===== src/rtl/booth_pkg.sv =====
// Shared encodings for the radix-4 Booth multiplier: control states and
// the per-digit accumulator operation selected by the digit encoder.
package booth_pkg;

    typedef enum logic [1:0] {
        IDLE = 2'd0,
        LOAD = 2'd1,
        RUN  = 2'd2,
        DONE = 2'd3
    } state_e;

    typedef enum logic [2:0] {
        ZERO   = 3'd0,
        ADD_M  = 3'd1,
        ADD_2M = 3'd2,
        SUB_M  = 3'd3,
        SUB_2M = 3'd4
    } digit_op_e;

endpackage


===== src/rtl/booth_r4_enc.sv =====
// Radix-4 Booth recoder: maps the overlapping multiplier triple
// {q1, q0, q-1} onto the accumulator operation for one digit.
module booth_r4_enc
    import booth_pkg::*;
(
    input  logic [2:0] triple,
    output digit_op_e  op_c
);

    always_comb begin
        op_c = ZERO;
        case (triple)
            3'b001, 3'b010: op_c = ADD_M;
            3'b011:         op_c = ADD_2M;
            3'b100:         op_c = SUB_2M;
            3'b101, 3'b110: op_c = SUB_M;
            default:        op_c = ZERO;
        endcase
    end

endmodule


===== src/rtl/booth_r4_mult.sv =====
// Sequential radix-4 Booth multiplier: one digit retired per RUN cycle,
// fixed latency, signed or unsigned operands selected per operation.
module booth_r4_mult
    import booth_pkg::*;
#(
    parameter int unsigned WIDTH = 16
)
(
    input  logic               clk,
    input  logic               rst,
    input  logic               start,
    input  logic               signed_mode,
    input  logic [WIDTH-1:0]   multiplicand,
    input  logic [WIDTH-1:0]   multiplier,
    output logic               busy,
    output logic               done,
    output logic [2*WIDTH-1:0] product
);

    localparam int unsigned NDIG = WIDTH / 2 + 1;
    localparam int unsigned XW   = WIDTH + 2;
    localparam int unsigned AW   = WIDTH + 3;
    localparam int unsigned CW   = $clog2(NDIG + 1);

    state_e          state;
    state_e          state_next;
    digit_op_e       op_c;

    logic [XW-1:0]   m_q;
    logic [XW-1:0]   q_q;
    logic            qm1_q;
    logic [AW-1:0]   a_q;
    logic [CW-1:0]   cnt_q;

    logic [XW-1:0]   m_load_c;
    logic [XW-1:0]   q_load_c;
    logic [AW-1:0]   m_ext_c;
    logic [AW-1:0]   m2_c;
    logic [AW-1:0]   a_sum_c;
    logic [AW-1:0]   a_shift_c;
    logic [XW-1:0]   q_shift_c;
    logic            last_c;

    booth_r4_enc u_enc (
        .triple ({q_q[1:0], qm1_q}),
        .op_c   (op_c)
    );

    // Control: state register
    always_ff @(posedge clk or posedge rst) begin
        if (rst) begin
            state <= IDLE;
        end else begin
            state <= state_next;
        end
    end

    always_comb begin
        state_next = state;
        last_c     = (cnt_q == CW'(1));
        case (state)
            IDLE:    if (start) state_next = LOAD;
            LOAD:    state_next = RUN;
            RUN:     if (last_c) state_next = DONE;
            DONE:    state_next = IDLE;
            default: state_next = IDLE;
        endcase
    end

    // Status outputs are registered from the next state so they align with it
    always_ff @(posedge clk or posedge rst) begin
        if (rst) begin
            busy <= 1'b0;
            done <= 1'b0;
        end else begin
            busy <= (state_next == LOAD) || (state_next == RUN);
            done <= (state_next == DONE);
        end
    end

    // Operand extension to WIDTH+2 so unsigned values keep a zero sign bit
    always_comb begin
        m_load_c = signed_mode ? {{2{multiplicand[WIDTH-1]}}, multiplicand}
                               : {2'b00, multiplicand};
        q_load_c = signed_mode ? {{2{multiplier[WIDTH-1]}}, multiplier}
                               : {2'b00, multiplier};
    end

    // One Booth digit: add the selected multiple, then arithmetic shift by 2
    always_comb begin
        m_ext_c = {m_q[XW-1], m_q};
        m2_c    = {m_q, 1'b0};
        a_sum_c = a_q;
        case (op_c)
            ADD_M:   a_sum_c = a_q + m_ext_c;
            ADD_2M:  a_sum_c = a_q + m2_c;
            SUB_M:   a_sum_c = a_q - m_ext_c;
            SUB_2M:  a_sum_c = a_q - m2_c;
            default: a_sum_c = a_q;
        endcase
        a_shift_c = {{2{a_sum_c[AW-1]}}, a_sum_c[AW-1:2]};
        q_shift_c = {a_sum_c[1:0], q_q[XW-1:2]};
    end

    // Operands are captured on the accepting edge, so later input changes
    // cannot disturb an operation in flight.
    always_ff @(posedge clk or posedge rst) begin
        if (rst) begin
            m_q     <= '0;
            q_q     <= '0;
            qm1_q   <= 1'b0;
            a_q     <= '0;
            cnt_q   <= '0;
            product <= '0;
        end else begin
            case (state)
                IDLE: begin
                    if (start) begin
                        m_q   <= m_load_c;
                        q_q   <= q_load_c;
                        qm1_q <= 1'b0;
                        a_q   <= '0;
                        cnt_q <= CW'(NDIG);
                    end
                end
                RUN: begin
                    a_q   <= a_shift_c;
                    q_q   <= q_shift_c;
                    qm1_q <= q_q[1];
                    cnt_q <= cnt_q - CW'(1);
                    if (last_c) begin
                        product <= {a_shift_c[WIDTH-3:0], q_shift_c};
                    end
                end
                default: begin
                end
            endcase
        end
    end

endmodule


===== config.mk =====
export PLATFORM = sky130hd
export DESIGN_NAME = booth_r4_mult
export DESIGN_NICKNAME = d
export VERILOG_FILES = /design/src/rtl/booth_pkg.sv /design/src/rtl/booth_r4_enc.sv /design/src/rtl/booth_r4_mult.sv
export SDC_FILE = /design/constraint.sdc
export NUM_CORES = 1
export LEC_CHECK = 0
export CAP_MARGIN = 20
export CELL_PAD_IN_SITES_DETAIL_PLACEMENT = 1
export CELL_PAD_IN_SITES_GLOBAL_PLACEMENT = 2
export CORE_MARGIN = 2
export CORE_UTILIZATION = 35
export CTS_BUF_LIST = sky130_fd_sc_hd__clkbuf_8
export DETAILED_ROUTE_END_ITERATION = 7
export PLACE_DENSITY = 0.82
export SLEW_MARGIN = 20
export SYNTH_ARGS = -nofsm -noshare
export SYNTH_HDL_FRONTEND = slang
export SYNTH_SLANG_ARGS = --single-unit

===== constraint.sdc =====
create_clock -name clk -period 6.75 [get_ports clk]
set_input_delay 1.35 -clock clk [delete_from_list [all_inputs] [get_ports clk]]
set_output_delay 1.35 -clock clk [all_outputs]
set_load 0.05 [all_outputs]

# ---- Word level (Yosys, flattened, before mapping)
# Index checks and enable logic that the tools add are counted.
dict set report totals {
  ff_bits 96
  inputBits 36
  output_inout_bits 34
  word_cells 55
}
dict set report classes {
  n_addsub 5
  eq_ne 18
  muxes 15
  reduce_logical 8
}
# operator count
set ops {}
lappend ops {{case mux 19 bit (4 select lines)} 1}
lappend ops {{two-way mux 18 bit} 3}
lappend ops {{adder 19 bit} 2}
lappend ops {{case mux 19 bit (2 select lines)} 1}
lappend ops {{subtractor 19 bit} 2}
lappend ops {{case mux 18 bit (2 select lines)} 1}
lappend ops {{two-way mux 19 bit} 1}
lappend ops {{equality test 3 x 2 -> 1 bit, second input constant} 4}
lappend ops {{equality test 3 bit, second input constant} 4}
lappend ops {{case mux 3 bit (4 select lines)} 1}
lappend ops {{equality test 2 bit, second input constant} 4}
lappend ops {{case mux 2 bit (4 select lines)} 1}
lappend ops {{case mux 4 bit (2 select lines)} 1}
lappend ops {{equality test 3 x 1 -> 1 bit, second input constant} 2}
lappend ops {{AND reduction 2 bit} 3}
lappend ops {{equality test 2 x 1 -> 1 bit, second input constant} 2}
lappend ops {{equality test 4 x 1 -> 1 bit, second input constant} 1}
lappend ops {{two-way mux 2 bit} 2}
lappend ops {{two-way mux 4 bit} 1}
lappend ops {{OR reduction 2 bit} 2}
lappend ops {{subtractor 4 x 1 -> 4 bit, second input constant} 1}
lappend ops {{logical NOT 2 bit} 1}
lappend ops {{!= test 2 bit, second input constant} 1}
lappend ops {{case mux 1 bit (2 select lines)} 1}
lappend ops {{3 further kinds} 3}

# ---- Depth between registers and ports, before layout
dict set report depth {
  word_depth 6
  ltp_mapped 16
  mapped_depth_nobuf 16
}

# ---- By module
# A second synthesis with hierarchy kept.
dict set report hier_totals {
  hier_cells 708
  area_unflattened_um2 6398.6
}
# mod n_inst cells_per_inst area_per_inst_um2 seq_area_each_um2
set modules_own_cells {}
lappend modules_own_cells {booth_r4_mult 1 704 6364.9 2327.2}
lappend modules_own_cells {booth_r4_enc 1 4 33.8 0.0}

# ---- Worst setup path before layout
# OpenSTA, ideal clock, no wires.
dict set report synth_timing {
  kind {register -> register}
  from {reg m_q[0]}
  to {reg product[28]}
  setup_ns 0.125
  t_arrival_ns 3.419
  required_time_ns 6.625
  slack_ns 3.206
  path_stages_with_launch 16
  path_buffers 0
  synth_period_minus_slack_ns 3.544
  path_cell_list {dfrtp_1 inv_1 ha_1 or4b_4 or2_1 o21ai_0 xor2_1 ha_1 a21oi_1 o21ai_0 a21o_1 a21oi_1 xor2_1 nor2_1 a221o_1 mux2_2}
}
dict set report synth_via {
  elab_chain_len 2
  elab_cells_between_ends 5
  classes_between {add/sub: 4; mux: 1}
}
# item line
set synth_lines {}
lappend synth_lines {{start, declared} booth_r4_mult.sv:29} ;# logic [XW-1:0] m_q;
lappend synth_lines {{start signal, assigned} booth_r4_mult.sv:119} ;# m_q <= m_load_c;
lappend synth_lines {{subtractor 19 bit (tied with other cells)} booth_r4_mult.sv:98} ;# SUB_2M: a_sum_c = a_q - m2_c;
lappend synth_lines {{case mux 19 bit (4 select lines) (*)} booth_r4_mult.sv:94} ;# case (op_c)
lappend synth_lines {{end signal, assigned} booth_r4_mult.sv:132} ;# product <= {a_shift_c[WIDTH-3:0], q_shift_c};
lappend synth_lines {{end, declared} booth_r4_mult.sv:17} ;# output logic [2*WIDTH-1:0] product
# Mark *: on every way between the ends. The rest lies on a longest branch, timed or not.
# A chain may end at the register's enable or synchronous reset.

# ---- Final worst setup path
dict set report layout_timing {
  from {reg qm1_q}
  to {reg product[28]}
}
dict set report layout_via {
  elab_chain_len 5
  elab_cells_between_ends 14
  classes_between {eq/ne: 10; mux: 2; reduce/logical: 2}
}
# item line
set layout_lines {}
lappend layout_lines {{start, declared} booth_r4_mult.sv:31} ;# logic qm1_q;
lappend layout_lines {{start signal, assigned} booth_r4_mult.sv:129} ;# qm1_q <= q_q[1];
lappend layout_lines {{equality test 3 bit (tied with other cells)} booth_r4_enc.sv:12} ;# case (triple)
lappend layout_lines {{OR reduction 2 bit} booth_r4_enc.sv:12}
lappend layout_lines {{case mux 3 bit (4 select lines) (*)} booth_r4_enc.sv:12}
lappend layout_lines {{equality test 3 bit (tied with other cells)} booth_r4_mult.sv:94}
lappend layout_lines {{case mux 19 bit (4 select lines) (*)} booth_r4_mult.sv:94}
# Marks and branches as above.

==> metrics.txt <==
# TYPE chip_impl_metric gauge
chip_impl_metric{name="htree_num_levels",unit=""} 3
chip_impl_metric{name="clkSlewWorstSetupHoldPaths",unit="ns"} 0.11
chip_impl_metric{name="worst_ep_required_time",unit="ns"} 7.05
chip_impl_metric{name="routabilityCongestion",unit=""} 0.919
chip_impl_metric{name="routedWlPerCell",unit="um"} 19.5
chip_impl_metric{name="first_global_vias",unit=""} 5734
chip_impl_metric{name="report.final.hold_viol_count",unit=""} 0
chip_impl_metric{name="core_area",unit="um2"} 17400
chip_impl_metric{name="ant_nets",unit=""} 0
chip_impl_metric{name="post-synth-top-area-fraction",unit=""} 0.372
chip_impl_metric{name="max_cap_violations",unit=""} 0
chip_impl_metric{name="fin_worst_hold_slack",unit="ns"} 0.517
chip_impl_metric{name="drcViolationCount",unit=""} 0
chip_impl_info{name="synth.largest_area_cell",value="sky130_fd_sc_hd__dfrtp_1"} 1
chip_impl_metric{name="min_path_cells",unit=""} 1
chip_impl_metric{name="max_slew.worst_pin.slew",unit="ns"} 1.03
chip_impl_metric{name="cts_buffer_depth",unit=""} 2
chip_impl_metric{name="final_area",unit="um2"} 7390
chip_impl_info{name="cts_tree",value="done"} 1
chip_impl_metric{name="wirelength",unit="um"} 19000
chip_impl_metric{name="finish.net_count",unit=""} 828
chip_impl_metric{name="grt_util_all_layers",unit=""} 0.211
chip_impl_metric{name="cell_count_post_placement",unit=""} 957
chip_impl_metric{name="fin_crit",unit="ns"} 4.29
chip_impl_metric{name="cts_num_sinks",unit=""} 93
chip_impl_info{name="synth-main-ff-cell",value="sky130_fd_sc_hd__dfrtp_1"} 1
chip_impl_metric{name="total_cts_buffers",unit=""} 9
chip_impl_info{name="layout_common_cells",value="100 x sky130_fd_sc_hd__nor2_1, 93 x sky130_fd_sc_hd__dfrtp_1, 69 x sky130_fd_sc_hd__clkdlybuf4s50_1"} 1
chip_impl_metric{name="routed-via-count",unit=""} 5385
chip_impl_metric{name="pin_count_of_the_biggest_net_entering_global_routing",unit=""} 62
chip_impl_info{name="layout_commonest_cell",value="sky130_fd_sc_hd__nor2_1"} 1
chip_impl_info{name="outcome",value="completed"} 1
chip_impl_metric{name="area_growth_syn_to_layout",unit="%"} 18.2
chip_impl_metric{name="die-width",unit="um"} 138
chip_impl_info{name="holdCritPathClass",value="register to register"} 1
chip_impl_metric{name="synth_seq_cells",unit=""} 93
chip_impl_metric{name="part_of_the_cycle_the_worst_path_needs",unit=""} 0.636
chip_impl_metric{name="synthesis.area_per_instance",unit="um2"} 9.12
chip_impl_metric{name="fin_cells",unit=""} 975
chip_impl_metric{name="drt-vias-per-instance",unit=""} 5.52
chip_impl_metric{name="placed_cell_area",unit="um2"} 7150
chip_impl_metric{name="fp.dieH",unit="um"} 138
chip_impl_info{name="timing.critical_path.to_type",value="register"} 1
chip_impl_metric{name="die-area",unit="um2"} 18900
chip_impl_metric{name="postSynth.asyncResetShare",unit=""} 1.00
chip_impl_info{name="timing.critical_path.from_type",value="register"} 1
chip_impl_metric{name="globalRoute.totalOverflow",unit=""} 0
chip_impl_metric{name="grt_antenna_before_repair",unit=""} 0
chip_impl_metric{name="drt_first_pass_iters",unit=""} 4
chip_impl_metric{name="timing.reg2reg.worst_path_depth",unit=""} 15
chip_impl_metric{name="setup_viol",unit=""} 0
chip_impl_metric{name="wire_length_of_the_first_global_routing_pass",unit="um"} 30700
chip_impl_metric{name="synth-edff-count",unit=""} 0
chip_impl_info{name="critical_path_class",value="register to register"} 1
chip_impl_metric{name="yosysSeqAreaShare",unit=""} 0.372
chip_impl_metric{name="timing.slew.headroom",unit=""} 0.313
chip_impl_metric{name="layout-drive-gt1-share",unit=""} 0.0933
chip_impl_metric{name="yosysWarningCount",unit=""} 0
chip_impl_metric{name="cts_resized",unit=""} 0
chip_impl_metric{name="drt-initial-drc-count",unit=""} 228
chip_impl_metric{name="hold_buffers",unit=""} 0
chip_impl_metric{name="post_cts.repair.setup_buffers",unit=""} 0
chip_impl_metric{name="diodes",unit=""} 0
chip_impl_info{name="rsz_0062_raised_after_global_routing",value="no"} 1
chip_impl_info{name="cts-root-buf",value="sky130_fd_sc_hd__clkbuf_8"} 1
chip_impl_metric{name="rows",unit=""} 48
chip_impl_metric{name="worst_skew_pair.late_latency",unit="ns"} 0.39
chip_impl_info{name="synth_area_leaders",value="sky130_fd_sc_hd__dfrtp_1 37%, sky130_fd_sc_hd__ha_1 9.0%, sky130_fd_sc_hd__nor2_1 6.0%"} 1
chip_impl_metric{name="syn-instance-count",unit=""} 685
chip_impl_metric{name="setup_total_negative_slack",unit="ns"} 0
chip_impl_metric{name="slew_viol_final",unit=""} 0
chip_impl_metric{name="finalClockSkew",unit="ns"} 0.0173
chip_impl_metric{name="netlist-cell-type-count",unit=""} 65
chip_impl_metric{name="portBuffers",unit=""} 69
chip_impl_metric{name="syn-num-nets",unit=""} 768
chip_impl_metric{name="worst_ep_arrival_time",unit="ns"} 4.59
chip_impl_metric{name="starting_utilization_of_the_core_area",unit=""} 0.360
chip_impl_metric{name="timing.critical_path.fanout_max",unit=""} 8
chip_impl_metric{name="synthesis.area",unit="um2"} 6250
chip_impl_metric{name="maximum_clock_rate",unit="GHz"} 0.233
chip_impl_metric{name="boundaryPins",unit=""} 70
chip_impl_metric{name="dp_hpwl",unit="um"} 14200
==> path summary, 6_finish.rpt <==
| kind | from | to | slack (ns) |
|---|---|---|---|
| max in group asynchronous | rst | q_q[4] | 4.30 |
| min | product[1] | product[1] | 0.52 |
| max | qm1_q | product[28] | 2.46 |
| min reg2reg | product[1] | product[1] | 0.52 |
| min in group asynchronous | rst | m_q[0] | 1.33 |
| max reg2reg | qm1_q | product[28] | 2.46 |
==> critical path: stages, from the launching register on <==
cell,delay [ns]
sky130_fd_sc_hd__dfrtp_1,0.40
sky130_fd_sc_hd__inv_1,0.09
sky130_fd_sc_hd__ha_1,0.22
sky130_fd_sc_hd__nor2_1,0.26
sky130_fd_sc_hd__nand3_1,0.33
sky130_fd_sc_hd__o21ai_0,0.49
sky130_fd_sc_hd__inv_1,0.09
sky130_fd_sc_hd__ha_1,0.28
sky130_fd_sc_hd__nor2b_1,0.15
sky130_fd_sc_hd__o31ai_1,0.37
sky130_fd_sc_hd__a21oi_1,0.20
sky130_fd_sc_hd__a311oi_1,0.46
sky130_fd_sc_hd__a21oi_1,0.10
sky130_fd_sc_hd__xor2_1,0.17
sky130_fd_sc_hd__a221o_1,0.33
sky130_fd_sc_hd__mux2_2,0.27
==> synth_stat cells, types with 3 or more instances <==
| cell | instances |
|---|---|
| sky130_fd_sc_hd__a311oi_1 | 3 |
| sky130_fd_sc_hd__o21ai_0 | 37 |
| sky130_fd_sc_hd__o31ai_1 | 7 |
| sky130_fd_sc_hd__xor2_1 | 21 |
| sky130_fd_sc_hd__nand2b_1 | 12 |
| sky130_fd_sc_hd__a32oi_1 | 3 |
| sky130_fd_sc_hd__a31oi_1 | 10 |
| sky130_fd_sc_hd__nand3_1 | 7 |
| sky130_fd_sc_hd__a211oi_1 | 7 |
| sky130_fd_sc_hd__mux2_2 | 33 |
| sky130_fd_sc_hd__a221oi_1 | 7 |
| sky130_fd_sc_hd__inv_1 | 23 |
| sky130_fd_sc_hd__nor4_1 | 3 |
| sky130_fd_sc_hd__a22oi_1 | 3 |
| sky130_fd_sc_hd__dfrtp_1 | 93 |
| sky130_fd_sc_hd__a21boi_0 | 4 |
| sky130_fd_sc_hd__o22ai_1 | 21 |
| sky130_fd_sc_hd__xnor2_1 | 38 |
| sky130_fd_sc_hd__o21a_1 | 8 |
| sky130_fd_sc_hd__or3_1 | 3 |
| sky130_fd_sc_hd__clkbuf_1 | 22 |
| sky130_fd_sc_hd__o21bai_1 | 5 |
| sky130_fd_sc_hd__ha_1 | 45 |
| sky130_fd_sc_hd__nor3_1 | 9 |
| sky130_fd_sc_hd__a21oi_1 | 49 |
| sky130_fd_sc_hd__nor2b_1 | 3 |
| sky130_fd_sc_hd__nand2_1 | 49 |
| sky130_fd_sc_hd__a21o_1 | 11 |
| sky130_fd_sc_hd__nor2_1 | 100 |
==> cell type report <==
type / instances / area (um2)
Tap cell: 225 / 282
Clock inverter: 7 / 72.6
Multi-Input combinational cell: 540 / 3720
Inverter: 25 / 96.3
Timing Repair Buffer: 76 / 767
Sequential cell: 93 / 2330
Clock buffer: 9 / 124
Fill cell: 1985 / 9970
==> flip-flops by register name (all words and copies together) (netlist names) <==
name	cells
a_q	17
done	1
cnt_q	4
product	32
m_q	17
qm1_q	1
q_q	18
busy	1
state	2
==> cells by family after synthesis <==
logic type / count (synthesis) / share of synthesized area
buf+inv: 52 / 0.0334
compound gates: 195 / 0.202
flops: 93 / 0.372
fa+ha+maj: 47 / 0.0965
simple gates: 204 / 0.151
mux: 35 / 0.0627
xor+xnor: 59 / 0.0827
==> layer usage <==
layer | part of all wire | routed length, um | GRT usage
met1 | 0.46 | 8650 | 0.272
met2 | 0.49 | 9300 | 0.367
met3 | 0.037 | 701 | 0.0298
met4 | 0.018 | 346 | 0.0619
met5 | 0 | 0 | 0
==> per-stage QoR <==
step | setup WS (ns) | util
floorplan | 2.98 | -
global placement | 2.41 | 0.412
detailed placement | 2.40 | 0.412
CTS | 2.42 | 0.423
global route | 2.16 | 0.426
finish | 2.46 | 0.426
Power is not shown: default switching activity piles up to over one toggle a cycle in this logic, so the estimate is an artifact.
